## src/rtl/dd_pkg.sv

```systemverilog
`default_nettype none
// +----------------------------------------------------------------------------+
// | dd_pkg                                                                     |
// | Shared types and constants for the 8-lane round-robin merge.               |
// | Revision: 1.0                                                              |
// +----------------------------------------------------------------------------+
package dd_pkg;

    localparam int N_LANES = 8;
    localparam int LANE_W  = 3;

    typedef enum logic [1:0] {
        RUN   = 2'd0,
        DRAIN = 2'd1,
        EOS   = 2'd2
    } merge_state_t;

    // Payload width is a module parameter, so data travels beside this struct.
    typedef struct packed {
        logic [31:0] tag;
        logic [63:0] serialnum;
        logic        was_joined;
        logic        last_processed;
    } tuple_t;

    function automatic logic [LANE_W-1:0] lane_inc(input logic [LANE_W-1:0] lane);
        return lane + 3'd1;
    endfunction

endpackage
`default_nettype wire

```

## src/rtl/rr_arbiter8.sv

```systemverilog
`default_nettype none
// +----------------------------------------------------------------------------+
// | rr_arbiter8                                                                |
// | Combinational round-robin pick: first request at or above ptr, mod 8.      |
// | Revision: 1.0                                                              |
// +----------------------------------------------------------------------------+
module rr_arbiter8
    import dd_pkg::*;
(
    input  logic [N_LANES-1:0] req,
    input  logic [LANE_W-1:0]  ptr,
    output logic [N_LANES-1:0] grant,
    output logic [LANE_W-1:0]  idx
);

    logic [LANE_W-1:0] w_cand;
    logic              w_found;

    // Candidate lanes are visited in rotated order; the 3-bit sum wraps for free.
    always_comb begin
        grant   = '0;
        idx     = ptr;
        w_cand  = '0;
        w_found = 1'b0;
        for (int k = 0; k < N_LANES; k++) begin
            w_cand = ptr + LANE_W'(k);
            if (!w_found && req[w_cand]) begin
                grant[w_cand] = 1'b1;
                idx           = w_cand;
                w_found       = 1'b1;
            end
        end
    end

endmodule
`default_nettype wire

```

## src/rtl/dd_merge_rr.sv

```systemverilog
`default_nettype none
// +----------------------------------------------------------------------------+
// | dd_merge_rr                                                                |
// | Merges 8 tuple lanes into one registered stream and tracks end-of-stream.  |
// | Revision: 1.0                                                              |
// +----------------------------------------------------------------------------+
module dd_merge_rr #(
    parameter int INPUT_SIZE = 64,
    parameter int N_LANES    = 8
) (
    input  logic                               clk,
    input  logic                               resetn,
    input  logic [N_LANES-1:0]                 in_valid,
    output logic [N_LANES-1:0]                 in_ready,
    input  logic [N_LANES-1:0][INPUT_SIZE-1:0] in_data,
    input  logic [N_LANES-1:0][31:0]           in_tag,
    input  logic [N_LANES-1:0]                 in_last_processed,
    input  logic [N_LANES-1:0][63:0]           in_serialnum,
    input  logic [N_LANES-1:0]                 in_was_joined,
    output logic                               out_valid,
    input  logic                               out_ready,
    output logic [INPUT_SIZE-1:0]              out_data,
    output logic [31:0]                        out_tag,
    output logic [63:0]                        out_serialnum,
    output logic                               out_was_joined,
    output logic [2:0]                         out_src,
    output logic                               out_last_processed,
    output logic [N_LANES-1:0]                 lanes_done,
    output logic                               all_done
);
    import dd_pkg::*;

    merge_state_t          r_state;
    logic [LANE_W-1:0]     r_ptr;
    logic [N_LANES-1:0]    r_lanes_done;
    logic                  r_out_valid;
    logic [INPUT_SIZE-1:0] r_out_data;
    tuple_t                r_out_meta;
    logic [LANE_W-1:0]     r_out_src;
    logic                  r_all_done;

    logic [N_LANES-1:0]    w_req;
    logic [N_LANES-1:0]    w_grant;
    logic [N_LANES-1:0]    w_accept;
    logic [N_LANES-1:0]    w_done_next;
    logic [LANE_W-1:0]     w_idx;
    logic                  w_space;
    logic                  w_run;
    logic                  w_xfer;
    logic                  w_final;
    tuple_t                w_sel;

    // Lanes that already delivered their last beat are parked until EOS.
    assign w_req = in_valid & ~r_lanes_done;

    rr_arbiter8 u_arb (
        .req   (w_req),
        .ptr   (r_ptr),
        .grant (w_grant),
        .idx   (w_idx)
    );

    assign w_space     = ~r_out_valid | out_ready;
    assign w_run       = (r_state == RUN);
    assign in_ready    = (w_run && w_space) ? w_grant : '0;
    assign w_accept    = in_ready & in_valid;
    assign w_xfer      = |w_accept;
    assign w_done_next = r_lanes_done | (w_accept & in_last_processed);
    assign w_final     = w_xfer & (&w_done_next);

    always_comb begin
        w_sel                = '0;
        w_sel.tag            = in_tag[w_idx];
        w_sel.serialnum      = in_serialnum[w_idx];
        w_sel.was_joined     = in_was_joined[w_idx];
        w_sel.last_processed = w_final;
    end

    always_ff @(posedge clk) begin
        if (resetn) begin
            r_state      <= RUN;
            r_ptr        <= '0;
            r_lanes_done <= '0;
            r_out_valid  <= 1'b0;
            r_out_data   <= '0;
            r_out_meta   <= '0;
            r_out_src    <= '0;
            r_all_done   <= 1'b0;
        end else begin
            r_all_done <= 1'b0;
            case (r_state)
                RUN: begin
                    if (w_xfer) begin
                        r_out_valid  <= 1'b1;
                        r_out_data   <= in_data[w_idx];
                        r_out_meta   <= w_sel;
                        r_out_src    <= w_idx;
                        r_ptr        <= lane_inc(w_idx);
                        r_lanes_done <= w_done_next;
                        if (w_final) begin
                            r_state <= DRAIN;
                        end
                    end else if (out_ready) begin
                        r_out_valid <= 1'b0;
                    end
                end
                DRAIN: begin
                    // Only the merged final beat is left in the output register.
                    if (r_out_valid && out_ready) begin
                        r_out_valid <= 1'b0;
                        r_all_done  <= 1'b1;
                        r_state     <= EOS;
                    end
                end
                EOS: begin
                    r_lanes_done <= '0;
                    r_ptr        <= '0;
                    r_state      <= RUN;
                end
                default: begin
                    r_state <= RUN;
                end
            endcase
        end
    end

    assign out_valid          = r_out_valid;
    assign out_data           = r_out_data;
    assign out_tag            = r_out_meta.tag;
    assign out_serialnum      = r_out_meta.serialnum;
    assign out_was_joined     = r_out_meta.was_joined;
    assign out_last_processed = r_out_meta.last_processed;
    assign out_src            = r_out_src;
    assign lanes_done         = r_lanes_done;
    assign all_done           = r_all_done;

    a_ready_onehot: assert property (@(posedge clk) disable iff (resetn) $onehot0(in_ready));

endmodule
`default_nettype wire

```

## config.mk

```make
export PLATFORM = sky130hd
export DESIGN_NAME = dd_merge_rr
export DESIGN_NICKNAME = d
export VERILOG_FILES = /design/src/rtl/dd_pkg.sv /design/src/rtl/rr_arbiter8.sv /design/src/rtl/dd_merge_rr.sv
export SDC_FILE = /design/constraint.sdc
export NUM_CORES = 1
export LEC_CHECK = 0
export ABC_CLOCK_PERIOD_IN_PS = 7200
export CORE_AREA = 2 2 584 586
export CTS_CLUSTER_SIZE = 28
export DETAILED_ROUTE_END_ITERATION = 10
export DIE_AREA = 0 0 586 588
export PLACE_DENSITY_LB_ADDON = 0.3
export SLEW_MARGIN = 20
export SYNTH_ARGS = -nofsm -noshare
export SYNTH_HDL_FRONTEND = slang
export SYNTH_SLANG_ARGS = --single-unit
```

## constraint.sdc

```tcl
create_clock -name clk -period 7.2 [get_ports clk]
set_clock_uncertainty 0.1 [all_clocks]
set_input_delay 1.44 -clock clk [delete_from_list [all_inputs] [get_ports clk]]
set_output_delay 1.44 -clock clk [all_outputs]
set_load 0.1 [all_outputs]
```

After elaboration in Yosys (flattened, before gate mapping)
Index checks and enable logic that the tools add are counted.

word-level totals
  flip-flop bits (word level) = 180

operators by class
  equal/unequal tests = 6
  bitwise gates (word level) = 16
  multiplexer cells = 76
  $lt $le $gt $ge = 17
  reductions and logical operators = 34
  $add $sub $neg = 8

operators with widths
  kind                   count
  $bmux W64 S3           2
  $mux W64               2
  $bmux W32 S3           1
  $mux W8                10
  $or A8 B8 Y8           8
  $lt A3 B4 Y1 const B   9
  $mux W32               1
  $mux W1                28
  $bmux W1 S3            9
  $and A8 B8 Y8          3
  $demux W1 S3           8
  $ge A3 B1 Y1 const B   8
  $mux W3                8
  $logic_and A1 B1 Y1    17
  $pmux W8 S2            1
  $add A3 B3 Y3 const B  4
  $not A8 Y8             1
  $reduce_and A8 Y1      1
  $reduce_or A8 Y1       1
  $logic_not A1 Y1       7
  $add A3 B1 Y3 const B  2
  $add A3 B2 Y3 const B  2
  $mux W2                3
  $pmux W3 S2            1
  15 further kinds       20

Longest topological paths before layout
  word-level depth = 35
  mapped depth = 22
  depth with buffers taken out = 13

Modules after synthesis
From an unflattened synthesis, not the netlist that was laid out.

second synthesis, totals
  cells, all modules = 1397
  area total of the unflattened synthesis = 17160.2 µm²

by module, submodules not included
  module       times used  area an instance (µm²)  cells an instance
  dd_merge_rr  1           15849.0                 1232
  rr_arbiter8  1           1311.3                  165

Worst setup path before layout
OpenSTA, ideal clock, no wires.

  kind = input -> output
  start = in in_valid[3]
  end = out in_ready[2]
  required time = 5660 ps
  setup slack = -172 ps
  cell stages on the path = 8
  arrival time = 5832 ps
  cells stage by stage = nand2b_1 mux2i_1 mux4_2 or4_4 buf_2 or2_2 o311ai_1 nor3b_1

on the way
  longest elaborated chain between the ends = 26

ends and longest elaborated chain
  element                        RTL line           text
  start, declared                dd_merge_rr.sv:13  input logic [N_LANES-1:0] in_valid,
  $and A8 B8 Y8 *                dd_merge_rr.sv:54  assign w_req = in_valid & ~r_lanes_done;
  $bmux W1 S3                    rr_arbiter8.sv:27  if (!w_found && req[w_cand]) begin
  $mux W1 (not written as such)  rr_arbiter8.sv:27
  $mux W1                        rr_arbiter8.sv:27
  $logic_not A1 Y1               rr_arbiter8.sv:27
  $logic_and A1 B1 Y1            rr_arbiter8.sv:27
  $mux W1                        rr_arbiter8.sv:27
  $logic_not A1 Y1               rr_arbiter8.sv:27
  [... 10 more ...]              --
  $mux W1                        rr_arbiter8.sv:27
  $logic_not A1 Y1               rr_arbiter8.sv:27
  $logic_and A1 B1 Y1            rr_arbiter8.sv:27
  $mux W1                        rr_arbiter8.sv:27
  $logic_not A1 Y1               rr_arbiter8.sv:27
  $logic_and A1 B1 Y1            rr_arbiter8.sv:27
  $mux W8 *                      rr_arbiter8.sv:27
  $mux W8 *                      dd_merge_rr.sv:65  assign in_ready = (w_run && w_space) ? w_grant : '0;
  end, declared                  dd_merge_rr.sv:14  output logic [N_LANES-1:0] in_ready,

Mark *: on every way between the ends. The rest lies on a longest branch, timed or not. The select of a mux whose other input is x is not followed.

Worst setup path after layout
  start = reg r_ptr[1]
  end = out in_ready[2]

on the way
  longest elaborated chain between the ends = 25

ends and longest elaborated chain
  element                                                RTL line           text
  start, declared                                        dd_merge_rr.sv:34  logic [LANE_W-1:0] r_ptr;
  start signal, assigned                                 dd_merge_rr.sv:98  r_ptr <= lane_inc(w_idx);
  branches (longest 23 deep; another with $lt A3 B4 Y1)  --
  $mux W8 *                                              rr_arbiter8.sv:27
  $mux W8 *                                              dd_merge_rr.sv:65

Every way passes the cells marked *. The select of a mux whose other input is x is not followed.

==> results.md <==
* Run status: complete, no violations
* Comb pwr share at 88.1%
* Final worst-path cycle share at 97.4%
* Final WL at 307 mm
* CTS Buffer Depth at 3
* Pint at 9.42 mW
* 1st-pass router iterations at 7
* H-Tree Depth at 4
* Worst Setup Slack, final at 0.187 ns
* Core Footprint at 338000 sq um
* Final layout net count at 4964
* Setup TNS Final at 0 ns
* Syn-to-layout area delta at 122%
* Synth Area in Compound Gates at 18.7%
* Ys Warns at 0
* Worst-Margin Slew at 1.17 ns
* Reg power frac at 6.7%
* Final setup fails at 0
* Type of the worst setup path: flip-flop to output pin
* Number of global-route vias before repair at 27.7k
* Die ar. at 345000 sq um
* Netlist cell types at 81
* Pwr Density at 639 nW/um^2
* Simple-gate portion of the synthesized area at 22.7%
* Storage cell area at 3600 sq um
* Setup crit start: r_ptr[1]$_SDFFE_PP0P_
* Synth Area in XOR/XNOR at 0.338%
* CP Launch Type: flip-flop
* Max Cap Violations at 0
* Final Hold Vio Count at 0
* Total clock buffers created by CTS at 21
* Fraction of registers with async set or reset after synthesis at 0%
* Commonest non-fill, non-tap cell in the layout: clkdlybuf4s50_1
* Pre-CTS setup slack at 0.0408 ns
* Clock sinks at 180
* Total GRT Usage at 17.1%
* Hold Path Depth at 2
* Routed wire per std cell at 36.8 microns
* R2r endpoint: out_was_joined$_SDFFE_PP0P_
* DRT antenna net count at 0
* WP data required at 5.66 ns
* Sw power at 15.8 mW
* Worst vdd ir at 547 uV
* CP max FO at 18
* Initial DRC Count at 2576
* Worst setup EP type: output pin
* Effective utilization at floorplan at 5.25%
* Post-Synth Adder-Cell Area at 0.493%
* Post-CTS Setup Repair Bufs at 0
* EDFF count, synth at 0
* Crit path DAT at 5.47 ns
* Clock tree root driver cell: clkbuf_16
* Final critical path time including I/O delays and setup at 7.01 ns
* Clock power share at 5.2%
* Worst Hold Endpoint: out_src[0]$_SDFFE_PP0P_
* Post-Syn Instances at 2229
* Synth Flop Type: dfxtp_1
* Switching Share at 62.7%
* Vias at 28.5k
* RSZ-0062 raised after global routing: no
* Footprint of the multi-input gates at 13000 sq um
* Leakage power total at 13.3 nW
* Placed wire-length estimate at 273 mm
* IO Count at 1490
* Hold path start: out_src[0]$_SDFFE_PP0P_
* Reg2reg setup slack at 0.46 ns
* Worst r2r src: r_ptr[1]$_SDFFE_PP0P_
* Syn Area/Cell at 7.97 sq um
* Worst skew pair latency at 0.62 ns
* Filler cell count at 39.1k
* Antenna violations before repair at 394
* Most frequent cells in the layout: 1384 x clkdlybuf4s50_1, 509 x nor2_1, 368 x mux2i_1, 271 x nor3_1, 194 x buf_4
* Final-report max-slew violation count at 0
* CTS clk-pin slew, worst paths at 0.09 ns
* GR Overflow Total at 0
* IO Port Bufs at 1489
* Largest family of logic cells by synthesized area: multiplexers
* Hold WS at 0.363 ns
* Mux share of post-synthesis cell area at 30.9%
* Via-per-instance ratio at 3.41
* Sequential share of the synthesized area at 20.3%
* Rows at 214
* TritonCTS clock tree: yes
* R2R depth at 14
* Syn nets at 3543
* Max Freq at 0.143 GHz
* Synthesis-stage register bit count at 180
* Synthesized area at 17800 sq um
* Largest net degree at the start of global routing at 84
* Die Wd at 586 microns
* Gpl congestion at 1.04
* Slew headroom at 20.1%
* Chip height at 588 microns
* DRC violation count after routing at 0
* Hold Crit Class: flip-flop to flip-flop
* Fraction of layout cells with a size suffix above 1 at 10.5%
* First-pass GRT wire length at 366 mm
## cell usage after synthesis (7+ instances only)
cell type    n  area share [%]
mux4_2      79              10
buf_4       14            0.59
nor2_1     509              11
a211oi_1    73             3.1
nor4_1       7            0.25
nand4_1      9            0.32
o22ai_1    101             3.6
nor3_1     271             7.6
nor2b_1     10            0.35
nand2b_1    10            0.35
o32ai_1    163             8.0
clkbuf_1    78             1.6
buf_2      132             3.7
inv_1       11            0.23
o21ai_0      8            0.23
nand3_1     13            0.37
mux2i_1    368              21
a21oi_1     21            0.59
nand2_1     39            0.82
a31oi_1     16            0.56
dfxtp_1    180              20
ha_1         7            0.49
## flip-flops by register name (all words and copies together) (netlist names)
name and flops:
out_data 64, out_last_processed 1, out_serialnum 64, r_ptr 3, out_was_joined 1, lanes_done 8
out_src 3, out_tag 32, r_state 2, all_done 1, out_valid 1
## layout make-up
cell class | instances | area share, %
timing repair buffer | 1630 | 40.8
multi-input combinational | 1804 | 33.0
tap | 4536 | 14.4
sequential | 180 | 9.12
clock buffer | 22 | 1.34
antenna | 146 | 0.925
clock inverter | 11 | 0.320
inverter | 13 | 0.143
## cell families (layout without fill, tap and decap cells)
group | count (synthesis) | count (layout)
AOI/OAI and AO/OA | 434 | 434
xor gates and xnor gates | 6 | 6
adders and majority gates | 7 | 7
buffers and inverters | 245 | 1676
DFF | 180 | 180
muxes | 449 | 449
other | 0 | 146
and+or+nand+nor | 908 | 908
## timing repair
action                     CTS  global route
hold endpoints to repair     0             0
gates resized for setup      0             2
setup endpoints to repair    0             3
hold buffers                 0             0
## power by group through the flow
stage	Sequential [mW]	Combinational, mW	Clock, mW
final	1.69	22.2	1.32
after global routing	1.73	23.4	1.42
after CTS	1.69	22.6	1.42
after detailed placement	1.71	22.5	0
after global placement	1.71	22.4	0
after floorplan	4.07	10.6	0
## how the worst max path moves through the flow
stage / to / slack (ns)
after global routing: in_ready[2] / 0.08
after global placement: out_serialnum[46]$_SDFFE_PP0P_ / 0.23
final: in_ready[2] / 0.19
after floorplan: in_ready[4] / 0.69
after detailed placement: out_serialnum[46]$_SDFFE_PP0P_ / 0.04
after CTS: in_ready[2] / 0.003
## worst max-delay path, cell delays in order, from the launching register on
cell and delay (ns):
dfxtp_1 0.80, inv_1 0.55, ha_2 0.77, mux4_2 0.52
or4_4 0.68, or2_2 0.39, o311ai_1 0.52, nor3b_2 0.39
buf_12 0.22
## layer usage
| layer | vias up | GRT usage (%) | part of all wire (%) |
|---|---|---|---|
| met1 | 13540 | 18.0 | 35 |
| met5 | - | 0 | 0.63 |
| met4 | 294 | 7.59 | 5.3 |
| li1 | 11567 | - | - |
| met2 | 2262 | 26.9 | 44 |
| met3 | 791 | 10.6 | 15 |
## per-stage QoR
| stage | area, sq um | power (mW) | utilization [%] | std cells |
|---|---|---|---|---|
| after detailed placement | 38500 | 24.2 | 11.4 | 8163 |
| after CTS | 39100 | 25.7 | 11.6 | 8196 |
| after global routing | 39300 | 26.5 | 11.6 | 8271 |
| after global placement | 38500 | 24.2 | 11.4 | 8163 |
| final | 39500 | 25.2 | 11.7 | 8342 |
| after floorplan | 17800 | 14.6 | - | 2229 |
Power figures use the tool's default switching activity.
